===== src/rtl/exec_system_ctrl.sv =====
// Execute-stage SYSTEM-opcode unit: CSR request routing, ECALL/EBREAK/xRET/WFI decode, WFI wait FSM.
// Latency: 1 cycle for every non-WFI instruction; WFI completes 1 cycle after the wake condition.
// Backpressure: in_ready drops for the whole WAIT state; in_valid is ignored while in_ready is low.
//
// Ports:
//   clk, rst                  clock, synchronous active-high reset
//   in_valid / in_ready       instruction handshake; flush kills this cycle's input and aborts WAIT
//   funct7, rs2, rs1, funct3, rd, i_imm, rs1_data   decoded instruction fields and rs1 value
//   privilege_mode            U=0, S=1, M=3
//   mstatus                   bit 21 = TW, bit 22 = TSR
//   mepc, sepc                xRET targets
//   interrupt                 pending enabled interrupt, wakes WFI
//   csr_*                     CSR file request (combinational) and same-cycle response
//   will_do_xret              combinational: accepted MRET/SRET that will complete without exception
//   out_*                     registered completion; out_valid is a single-cycle pulse
//
// Optional feature: define EXEC_SYSTEM_WFI_TIMEOUT_EN to add a WFI self-release counter that
// completes WAIT after WFI_TIMEOUT cycles without an interrupt. Undefined: no counter exists.

module exec_system_ctrl #(
  parameter int XLEN        = 64,
  parameter int ALEN        = 64,
  parameter int HAS_SMODE   = 1,
  parameter int WFI_TIMEOUT = 1024
) (
  input  logic            clk,
  input  logic            rst,
  input  logic            in_valid,
  output logic            in_ready,
  input  logic            flush,
  input  logic [6:0]      funct7,
  input  logic [4:0]      rs2,
  input  logic [4:0]      rs1,
  input  logic [2:0]      funct3,
  input  logic [4:0]      rd,
  input  logic [11:0]     i_imm,
  input  logic [XLEN-1:0] rs1_data,
  input  logic [1:0]      privilege_mode,
  input  logic [XLEN-1:0] mstatus,
  input  logic [ALEN-1:0] mepc,
  input  logic [ALEN-1:0] sepc,
  input  logic            interrupt,
  output logic            csr_valid,
  output logic [11:0]     csr_addr,
  output logic [2:0]      csr_funct3,
  output logic [4:0]      csr_rd,
  output logic [4:0]      csr_rs1_uimm,
  output logic [XLEN-1:0] csr_rs1_data,
  input  logic            csr_exception,
  input  logic [3:0]      csr_cause,
  input  logic [XLEN-1:0] csr_result,
  output logic            will_do_xret,
  output logic            out_valid,
  output logic            out_exception,
  output logic [3:0]      out_cause,
  output logic            out_is_xret,
  output logic [1:0]      out_xret_level,
  output logic [XLEN-1:0] out_result
);

  localparam logic [1:0] PRIV_U = 2'd0;
  localparam logic [1:0] PRIV_S = 2'd1;
  localparam logic [1:0] PRIV_M = 2'd3;

  localparam logic [3:0] CAUSE_ILLEGAL  = 4'd2;
  localparam logic [3:0] CAUSE_BREAK    = 4'd3;
  localparam logic [3:0] CAUSE_ECALL_U  = 4'd8;
  localparam logic [3:0] CAUSE_ECALL_S  = 4'd9;
  localparam logic [3:0] CAUSE_ECALL_M  = 4'd11;

  // {funct7, rs2} encodings of the rs1==0/rd==0 privileged group
  localparam logic [11:0] ENC_ECALL  = 12'h000;
  localparam logic [11:0] ENC_EBREAK = 12'h001;
  localparam logic [11:0] ENC_SRET   = {7'b0001000, 5'b00010};
  localparam logic [11:0] ENC_MRET   = {7'b0011000, 5'b00010};
  localparam logic [11:0] ENC_WFI    = {7'b0001000, 5'b00101};
  localparam logic [6:0]  F7_SFENCE  = 7'b0001001;

  typedef struct packed {
    logic            exc;
    logic [3:0]      cause;
    logic            is_xret;
    logic [1:0]      level;
    logic [XLEN-1:0] result;
  } resp_t;

  typedef enum logic {
    S_IDLE,
    S_WAIT
  } state_t;

  state_t state;
  resp_t  dec;
  resp_t  out_q;
  logic   dec_wfi;
  logic   accept;
  logic   wake;
  logic   mstatus_tw;
  logic   mstatus_tsr;
  logic   unused_mstatus;

  assign mstatus_tw     = mstatus[21];
  assign mstatus_tsr    = mstatus[22];
  assign unused_mstatus = ^{mstatus[XLEN-1:23], mstatus[20:0]};

  assign in_ready = (state == S_IDLE);
  assign accept   = in_valid & in_ready & ~flush;

  // CSR request: everything with funct3 other than 000 (privileged group) and 100 (reserved)
  assign csr_valid    = accept & (funct3 != 3'b000) & (funct3 != 3'b100);
  assign csr_addr     = i_imm;
  assign csr_funct3   = funct3;
  assign csr_rd       = rd;
  assign csr_rs1_uimm = rs1;
  assign csr_rs1_data = rs1_data;

  // Instruction decode; first matching rule wins
  always_comb begin
    dec     = '0;
    dec_wfi = 1'b0;
    if (funct3 == 3'b100) begin
      dec.exc   = 1'b1;
      dec.cause = CAUSE_ILLEGAL;
    end else if (funct3 != 3'b000) begin
      dec.exc    = csr_exception;
      dec.cause  = csr_cause;
      dec.result = csr_result;
    end else if (rd != 5'd0) begin
      dec.exc   = 1'b1;
      dec.cause = CAUSE_ILLEGAL;
    end else if (funct7 == F7_SFENCE) begin
      // SFENCE.VMA: no TLB here, retires as a no-op
      dec.exc = 1'b0;
    end else if (rs1 != 5'd0) begin
      dec.exc   = 1'b1;
      dec.cause = CAUSE_ILLEGAL;
    end else begin
      case ({funct7, rs2})
        ENC_ECALL: begin
          dec.exc = 1'b1;
          case (privilege_mode)
            PRIV_U:  dec.cause = CAUSE_ECALL_U;
            PRIV_S:  dec.cause = CAUSE_ECALL_S;
            PRIV_M:  dec.cause = CAUSE_ECALL_M;
            default: dec.cause = CAUSE_ILLEGAL;
          endcase
        end
        ENC_EBREAK: begin
          dec.exc   = 1'b1;
          dec.cause = CAUSE_BREAK;
        end
        ENC_MRET: begin
          dec.is_xret = 1'b1;
          dec.level   = 2'd3;
          dec.result  = XLEN'(mepc);
          if (privilege_mode != PRIV_M) begin
            dec.exc   = 1'b1;
            dec.cause = CAUSE_ILLEGAL;
          end
        end
        ENC_SRET: begin
          dec.is_xret = 1'b1;
          dec.level   = 2'd1;
          dec.result  = XLEN'(sepc);
          if ((HAS_SMODE == 0) || (privilege_mode == PRIV_U) ||
              ((privilege_mode == PRIV_S) && mstatus_tsr)) begin
            dec.exc   = 1'b1;
            dec.cause = CAUSE_ILLEGAL;
          end
        end
        ENC_WFI: begin
          if ((privilege_mode == PRIV_U) || ((privilege_mode == PRIV_S) && mstatus_tw)) begin
            dec.exc   = 1'b1;
            dec.cause = CAUSE_ILLEGAL;
          end else begin
            dec_wfi = 1'b1;
          end
        end
        default: begin
          dec.exc   = 1'b1;
          dec.cause = CAUSE_ILLEGAL;
        end
      endcase
    end
    // Exceptions never leak a result value to writeback
    if (dec.exc) begin
      dec.result = '0;
    end
  end

  assign will_do_xret = accept & dec.is_xret & ~dec.exc;

`ifdef EXEC_SYSTEM_WFI_TIMEOUT_EN
  localparam int CNT_W = (WFI_TIMEOUT > 1) ? $clog2(WFI_TIMEOUT) : 1;
  logic [CNT_W-1:0] wait_cnt;
  logic             timeout_hit;
  assign timeout_hit = (wait_cnt == CNT_W'(WFI_TIMEOUT - 1));
  // A timeout coinciding with an interrupt produces the same completion, so they simply OR
  assign wake        = interrupt | timeout_hit;
`else
  assign wake = interrupt;
`endif

  always_ff @(posedge clk) begin
    if (rst) begin
      state     <= S_IDLE;
      out_valid <= 1'b0;
      out_q     <= '0;
`ifdef EXEC_SYSTEM_WFI_TIMEOUT_EN
      wait_cnt  <= '0;
`endif
    end else begin
      out_valid <= 1'b0;
      case (state)
        S_IDLE: begin
          if (accept) begin
            if (dec_wfi) begin
              // Entering WAIT produces no completion; the pulse comes on wake
              state <= S_WAIT;
`ifdef EXEC_SYSTEM_WFI_TIMEOUT_EN
              wait_cnt <= '0;
`endif
            end else begin
              out_valid <= 1'b1;
              out_q     <= dec;
            end
          end
        end
        S_WAIT: begin
          if (flush) begin
            // Kill has priority over a same-cycle wake
            state <= S_IDLE;
          end else if (wake) begin
            state     <= S_IDLE;
            out_valid <= 1'b1;
            out_q     <= '0;
          end else begin
`ifdef EXEC_SYSTEM_WFI_TIMEOUT_EN
            wait_cnt <= wait_cnt + CNT_W'(1);
`endif
          end
        end
        default: state <= S_IDLE;
      endcase
    end
  end

  assign out_exception  = out_q.exc;
  assign out_cause      = out_q.cause;
  assign out_is_xret    = out_q.is_xret;
  assign out_xret_level = out_q.level;
  assign out_result     = out_q.result;

endmodule


===== config.mk =====
export PLATFORM = sky130hd
export DESIGN_NAME = exec_system_ctrl
export DESIGN_NICKNAME = d
export VERILOG_FILES = /design/src/rtl/exec_system_ctrl.sv
export SDC_FILE = /design/constraint.sdc
export NUM_CORES = 1
export LEC_CHECK = 0
export ABC_AREA = 1
export CORE_AREA = 2 2 209 211
export DETAILED_ROUTE_END_ITERATION = 7
export DIE_AREA = 0 0 211 213
export PLACE_DENSITY_LB_ADDON = 0.05
export SYNTH_ARGS = -nofsm -noshare
export SYNTH_HDL_FRONTEND = slang
export SYNTH_SLANG_ARGS = --single-unit

===== constraint.sdc =====
create_clock -name clk -period 2.2 [get_ports clk]
set_input_delay 0.33 -clock clk [delete_from_list [all_inputs] [get_ports clk]]
set_output_delay 0.33 -clock clk [all_outputs]
set_load 0.02 [all_outputs]

==> impl_metrics.tcl, run 1 <==
set metrics [dict create \
    multi_input_area_sq_um 3150 \
    insertion_delay_ns 0.35 \
    final-setup-viol-count 0 \
    final_max_slew_viol_count 0 \
    yosysUniqueCellTypes 29 \
    dr_total_vias 6894 \
    top_usage_layer "met2" \
    end_kind "primary output" \
    drtPass1Iterations 6 \
    hold_viol 0 \
    cts_buffers 9 \
    nNetsFinal 1571 \
    synth_nets 1313 \
    root_buffer "clkbuf_16" \
    grt_pass1_vias 7060 \
    slew_headroom_pct 62.1 \
    globalRouteMet3Util_pct 3.21 \
    core_sq_um 42700 \
    cts_tree "built" \
    drt_iter0_markers 219 \
    ir_drop_mv 0.277 \
    antenna_left 0 \
    cts.sinks 73 \
    grt_util_met1_pct 17.4 \
    worstMarginPinSlew_ns 0.569 \
    wire_per_inst_um 18.1 \
    critPathKind "in2out" \
    gr-total-overflow 0 \
    hpwl_um 23900 \
    clk_pin_slew_worst_paths_ns 0.06 \
    seqCellArea_sq_um 1460 \
    synthCells 944 \
    fin_crit_ns 2.13 \
    num_antenna_cells 0 \
    maxClockFrequency_mhz 469 \
    critPathArrivalTime_ns 1.80 \
    crit_path_max_fanout 3 \
    grtUsageTotal_pct 13.9 \
    grt_max_degree 39 \
    antenna_found_initial 0 \
    n_fill_cell 4858 \
    cp-endpoint "csr_valid" \
    cts_max_path_buffers 2 \
    ys_ff_latch 73 \
    dieArea_sq_um 44900 \
    initial_utilization_pct 13.8 \
    drc_errors 0 \
    ctsHoldBuffers 0 \
    drv_cap 0 \
    hold_ws_ns 0.461 \
    finalCritPeriodShare_pct 96.9 \
    p_leak_nw 3.74 \
    cts_max_level 3 \
    synth_area_sq_um 5910 \
    setup_tns_ns 0 \
    die_x_um 211 \
    wl_um 31700 \
    worst_setup_path_start_kind "input port" \
    setup.reg_to_reg.worst_slack_ns 0.50 \
    portBuffers 319 \
    dieHeight_um 213 \
    synth.avg_cell_area_sq_um 6.26 \
    reg2reg_to "out_result[40]" \
    viasPerCell 3.93 \
    row_count 76 \
    hold_path_depth 2 \
    r2r_start "state" \
    p_total_mw 3.94 \
    status "completed" \
    use_met2_pct 23.6 \
    hold_path_class "reg2reg" \
    grt_pass1_wl_um 46200 \
    crit_start "flush" \
    place_congestion 0.719 \
    ios 534 \
    drive_gt1_share_pct 12.3 \
    power.density_nw_per_um2 394 \
    area_delta_synth_final_pct 69.2 \
    r2r_cells 9 \
    clock_skew_ns 0.00679 \
    fin_util_pct 23.4 \
    ys_warn_count 0 \
    cp.required_ns 1.87 \
    ys_seq_area_share_pct 24.7 \
]
[metrics by stage]
stage / area (sq um) / worst slack (ns) / std cells
2_1_floorplan: 5910 / 0.382 / 944
3_3_place_gp: 9470 / -0.300 / 1720
3_5_place_dp: 9470 / -0.322 / 1720
4_1_cts: 9940 / 0.00901 / 1749
5_1_grt: 10000 / -0.000367 / 1753
6_report: 10000 / 0.0677 / 1753
[report_power, final]
| group | leakage (nW) | internal [mW] | total [mW] | switching, mW |
|---|---|---|---|---|
| registers | 0.592 | 1.36 | 1.37 | 0.0164 |
| logic | 3.00 | 0.597 | 1.04 | 0.441 |
| clock network | 0.149 | 0.886 | 1.53 | 0.647 |
| total | 3.74 | 2.84 | 3.94 | 1.10 |
[how the worst min path moves through the flow]
stage	from	end	slack [ns]
6_report	out_cause[2]	out_cause[2]	0.46
2_1_floorplan	state	state	0.46
5_1_grt	out_result[2]	out_result[2]	0.48
4_1_cts	out_cause[2]	out_cause[2]	0.46
3_5_place_dp	out_result[0]	out_result[0]	0.45
3_3_place_gp	out_result[11]	out_result[11]	0.45
[kinds of logic after synthesis]
logic type	Yosys count	synth area share, %
compound gates	273	26.0
flops	73	24.7
simple gates	354	25.8
buf+inv	244	23.4
[synthesized netlist by cell type, drive strengths merged]
cell type / instances / share of area, %
inv: 71 / 4.5
clkinv: 13 / 0.85
nor3: 1 / 0.085
clkbuf: 25 / 1.6
dfxtp: 73 / 25
nor2: 35 / 3.1
o21ai: 67 / 5.7
nand4: 4 / 0.42
a21oi: 138 / 12
nand3: 78 / 6.7
buf: 135 / 16
o2111ai: 1 / 0.15
nand3b: 1 / 0.19
a31oi: 1 / 0.11
and2: 1 / 0.11
a22o: 2 / 0.30
or2: 1 / 0.11
a21boi: 64 / 8.1
nand2: 233 / 15
[area by class of cell]
| type | instances | area share (%) |
|---|---|---|
| Clock buffer | 14 | 2.84 |
| Clock inverter | 2 | 0.100 |
| Inverter | 84 | 3.18 |
| Multi-Input combinational cell | 627 | 31.5 |
| Sequential cell | 73 | 14.6 |
| Tap cell | 546 | 6.83 |
| Timing Repair Buffer | 407 | 41.0 |
[sequential cells by signal (all words and copies together), names as in the netlist]
register and flops:
out_result 64, out_xret_level 2, out_cause 4, out_valid 1, out_exception 1, state 1
[routing by layer]
layer	routed length, um	vias up
met1	14000	3157
li1	-	3495
met5	0	-
met4	584	0
met3	1780	37
met2	15300	205
[cell usage in the layout (no fill, tap or decap), types with 21 or more instances in the layout]
master           instances
o21ai_1                 60
a21oi_1                136
nand3_1                 73
buf_4                   67
dfxtp_1                 73
a21boi_0                64
inv_1                   66
clkdlybuf4s50_1        299
nand2_1                222
nor2_1                  21
[worst max-delay path: stages]
cell and delay, ns:
clkdlybuf4s50_1 0.42, inv_1 0.08, nand3_1 0.17, nor2_1 0.14, clkdlybuf4s50_1 0.66
[repair_timing]
action	4_1_cts	5_1_grt
resized for setup	38	9
hold endpoints to repair	0	0
gates cloned	1	0
pin swaps	27	7
endpoints found under the setup margin	2	7
buffers inserted	14	4
(Power assumes the default switching activity.)
==> run 2: changes to the inputs <==
==> config.mk (replaced) <==
export PLATFORM = sky130hd
export DESIGN_NAME = exec_system_ctrl
export DESIGN_NICKNAME = d
export VERILOG_FILES = /design/src/rtl/exec_system_ctrl.sv
export SDC_FILE = /design/constraint.sdc
export NUM_CORES = 1
export LEC_CHECK = 0
export CORE_AREA = 2 2 210 212
export DETAILED_ROUTE_END_ITERATION = 7
export DIE_AREA = 0 0 212 214
export PLACE_DENSITY = 0.37
export SYNTH_ARGS = -nofsm -noshare
export SYNTH_HDL_FRONTEND = slang
export SYNTH_SLANG_ARGS = --single-unit
==> run 2 against run 1 <==
Against the previous run: the flow now finishes with violations (negative setup slack); synthesized cell count down 50%; register-to-register slack worse by 0.08 ns; wire length down 23%; non-clock buffer count up 1; first-iteration DRC count down 41%; combinational power up 8%; largest cell class unchanged; largest power group unchanged; highest routed layer is now met5.
==> impl_metrics.tcl, run 2 <==
set metrics [dict create \
    dr_total_vias 4844 \
    grt_max_degree 65 \
    place_area_sq_um 8630 \
    insertion_delay_ns 0.35 \
    largest_reg_flops 64 \
    grt_util_met1_pct 10.8 \
    synth_area_sq_um 5090 \
    cp.required_ns 1.87 \
    cts_max_path_buffers 2 \
    top_usage_layer "met2" \
    hold_ws_ns 0.468 \
    synth.most_common_cell "buf_4" \
    final_cell_mix "clkdlybuf4s50_1 (301), dfxtp_1 (73), mux2_2 (65), a22oi_1 (64), buf_4 (63)" \
    violations "negative setup slack" \
    synthArstFlopShare_pct 0 \
    synth.avg_cell_area_sq_um 10.7 \
    crit_path_max_fanout 4 \
    yosysTopAreaCellShare_pct 28.7 \
    hpwl_um 17400 \
    mostFrequentLayoutCell "clkdlybuf4s50_1" \
    drc_errors 0 \
    synth_nets 844 \
    dieArea_sq_um 45400 \
    core_sq_um 42900 \
    yosysUniqueCellTypes 45 \
    fin_ws_ns -0.239 \
    final-setup-viol-count 65 \
    ctsHoldBuffers 0 \
    n_fill_cell 4644 \
    yosys-top-cells-area "dfxtp_1 (29%), o2bb2ai_2 (18%), mux2_2 (14%)" \
    antenna_found_initial 0 \
    setup_tns_ns -6.29 \
    die_x_um 212 \
    num_antenna_cells 0 \
    row_count 76 \
    slew_headroom_pct 43.4 \
    design_area_sq_um 9670 \
    synth_top_area_cell "dfxtp_1" \
    ys_ff_latch 73 \
    finalCritPeriodShare_pct 111 \
    portBuffers 319 \
    wl_um 24500 \
    hold_path_class "reg2reg" \
    grt_pass1_wl_um 34500 \
    fin_crit_ns 2.44 \
    cts_tree "built" \
    r2r_cells 9 \
    dieHeight_um 214 \
    drt_iter0_markers 130 \
    drive_gt1_share_pct 33.8 \
    hold_viol 0 \
    final_max_slew_viol_count 0 \
    antenna_left 0 \
    critPathKind "in2out" \
    ys_warn_count 0 \
    worstMarginPinSlew_ns 0.849 \
    ios 534 \
    maxClockFrequency_mhz 410 \
    gr-total-overflow 0 \
    cts.sinks 73 \
    p_leak_nw 3.44 \
    ir_drop_mv 0.335 \
    globalRouteMet3Util_pct 3.33 \
    clk_pin_slew_worst_paths_ns 0.06 \
    place_congestion 0.729 \
    viasPerCell 3.57 \
    fin_util_pct 22.6 \
    clock_skew_ns 0.00715 \
    root_buffer "clkbuf_16" \
    hold_path_depth 1 \
    cts_buffers 9 \
    drv_cap 0 \
    grt_pass1_vias 5297 \
    area_delta_synth_final_pct 90.2 \
    ys_seq_area_share_pct 28.7 \
    cts_max_level 3 \
    rsz0062_at_grt "yes" \
    use_met2_pct 19.0 \
    worst_setup_path_start_kind "input port" \
    wire_per_inst_um 18.0 \
    synth_edf_count 0 \
    grtUsageTotal_pct 10.5 \
    netlist_top_cells_count "buf_4 (92), dfxtp_1 (73), mux2_2 (65)" \
    critPathArrivalTime_ns 2.11 \
    nNetsFinal 1136 \
    drtPass1Iterations 4 \
    end_kind "primary output" \
    synth-main-ff-cell "dfxtp_1" \
    synthCells 475 \
    initial_utilization_pct 11.9 \
    status "finished with violations" \
    power.density_nw_per_um2 423 \
]
-- run 2: per-layer routing --
metal  routed length (um)  vias up
li1                     -     2314
met4                  944        2
met5                   32        -
met1                 9110     2253
met2                12600      223
met3                 1780       52
-- run 2: cell families (layout without fill, tap and decap cells) --
logic type / Yosys count / count (layout) / synth area share [%]
compound gates: 152 / 152 / 31.3
simple gates: 55 / 55 / 6.62
buf+inv: 130 / 427 / 18.9
mux: 65 / 65 / 14.4
flops: 73 / 73 / 28.7
-- run 2: repair_timing --
action | CTS | global route
gates resized for setup | 52 | 43
endpoints found under the setup margin | 75 | 68
pin swaps | 45 | 16
setup buffers | 12 | 7
gates cloned | 10 | 1
endpoints found under the hold margin | 0 | 0
-- run 2: stage by stage --
step / instances / setup slack [ns] / power [mW]
2_1_floorplan: 475 / -0.205 / 2.01
3_3_place_gp: 1315 / -1.12 / 2.45
3_5_place_dp: 1315 / -1.15 / 2.45
4_1_cts: 1352 / -0.327 / 4.20
5_1_grt: 1357 / -0.274 / 4.32
6_report: 1357 / -0.239 / 4.10
-- run 2: area by class of cell --
cell class	count	area [sq um]	share of cell area [%]
clock inverters	2	35.0	0.362
multi-input cells	272	2910	30.1
repair buffers	408	4250	43.9
inverters	3	11.3	0.116
well taps	585	732	7.57
clock buffers	14	274	2.83
flip-flops and latches	73	1460	15.1
-- run 2: power breakdown --
| part | leakage (nW) | switching [mW] | internal (mW) |
|---|---|---|---|
| combinational | 2.70 | 0.402 | 0.720 |
| clock | 0.153 | 0.623 | 0.971 |
| sequential | 0.591 | 0.0247 | 1.36 |
| total | 3.44 | 1.05 | 3.05 |
-- run 2: path summary, 6_finish.rpt --
path / from / end / slack [ns]
setup / recovery: rd[3] / will_do_xret / -0.24
hold reg to reg: out_result[24] / out_result[24] / 0.47
setup reg to reg: state / out_result[39] / 0.42
hold / removal: out_result[24] / out_result[24] / 0.47
-- run 2: critical path, cell delays in order --
cell and delay (ns):
buf_6 0.09, or4_1 0.50, or3_4 0.38, a2111o_1 0.34
o21a_1 0.20, nor2_1 0.11, buf_4 0.16
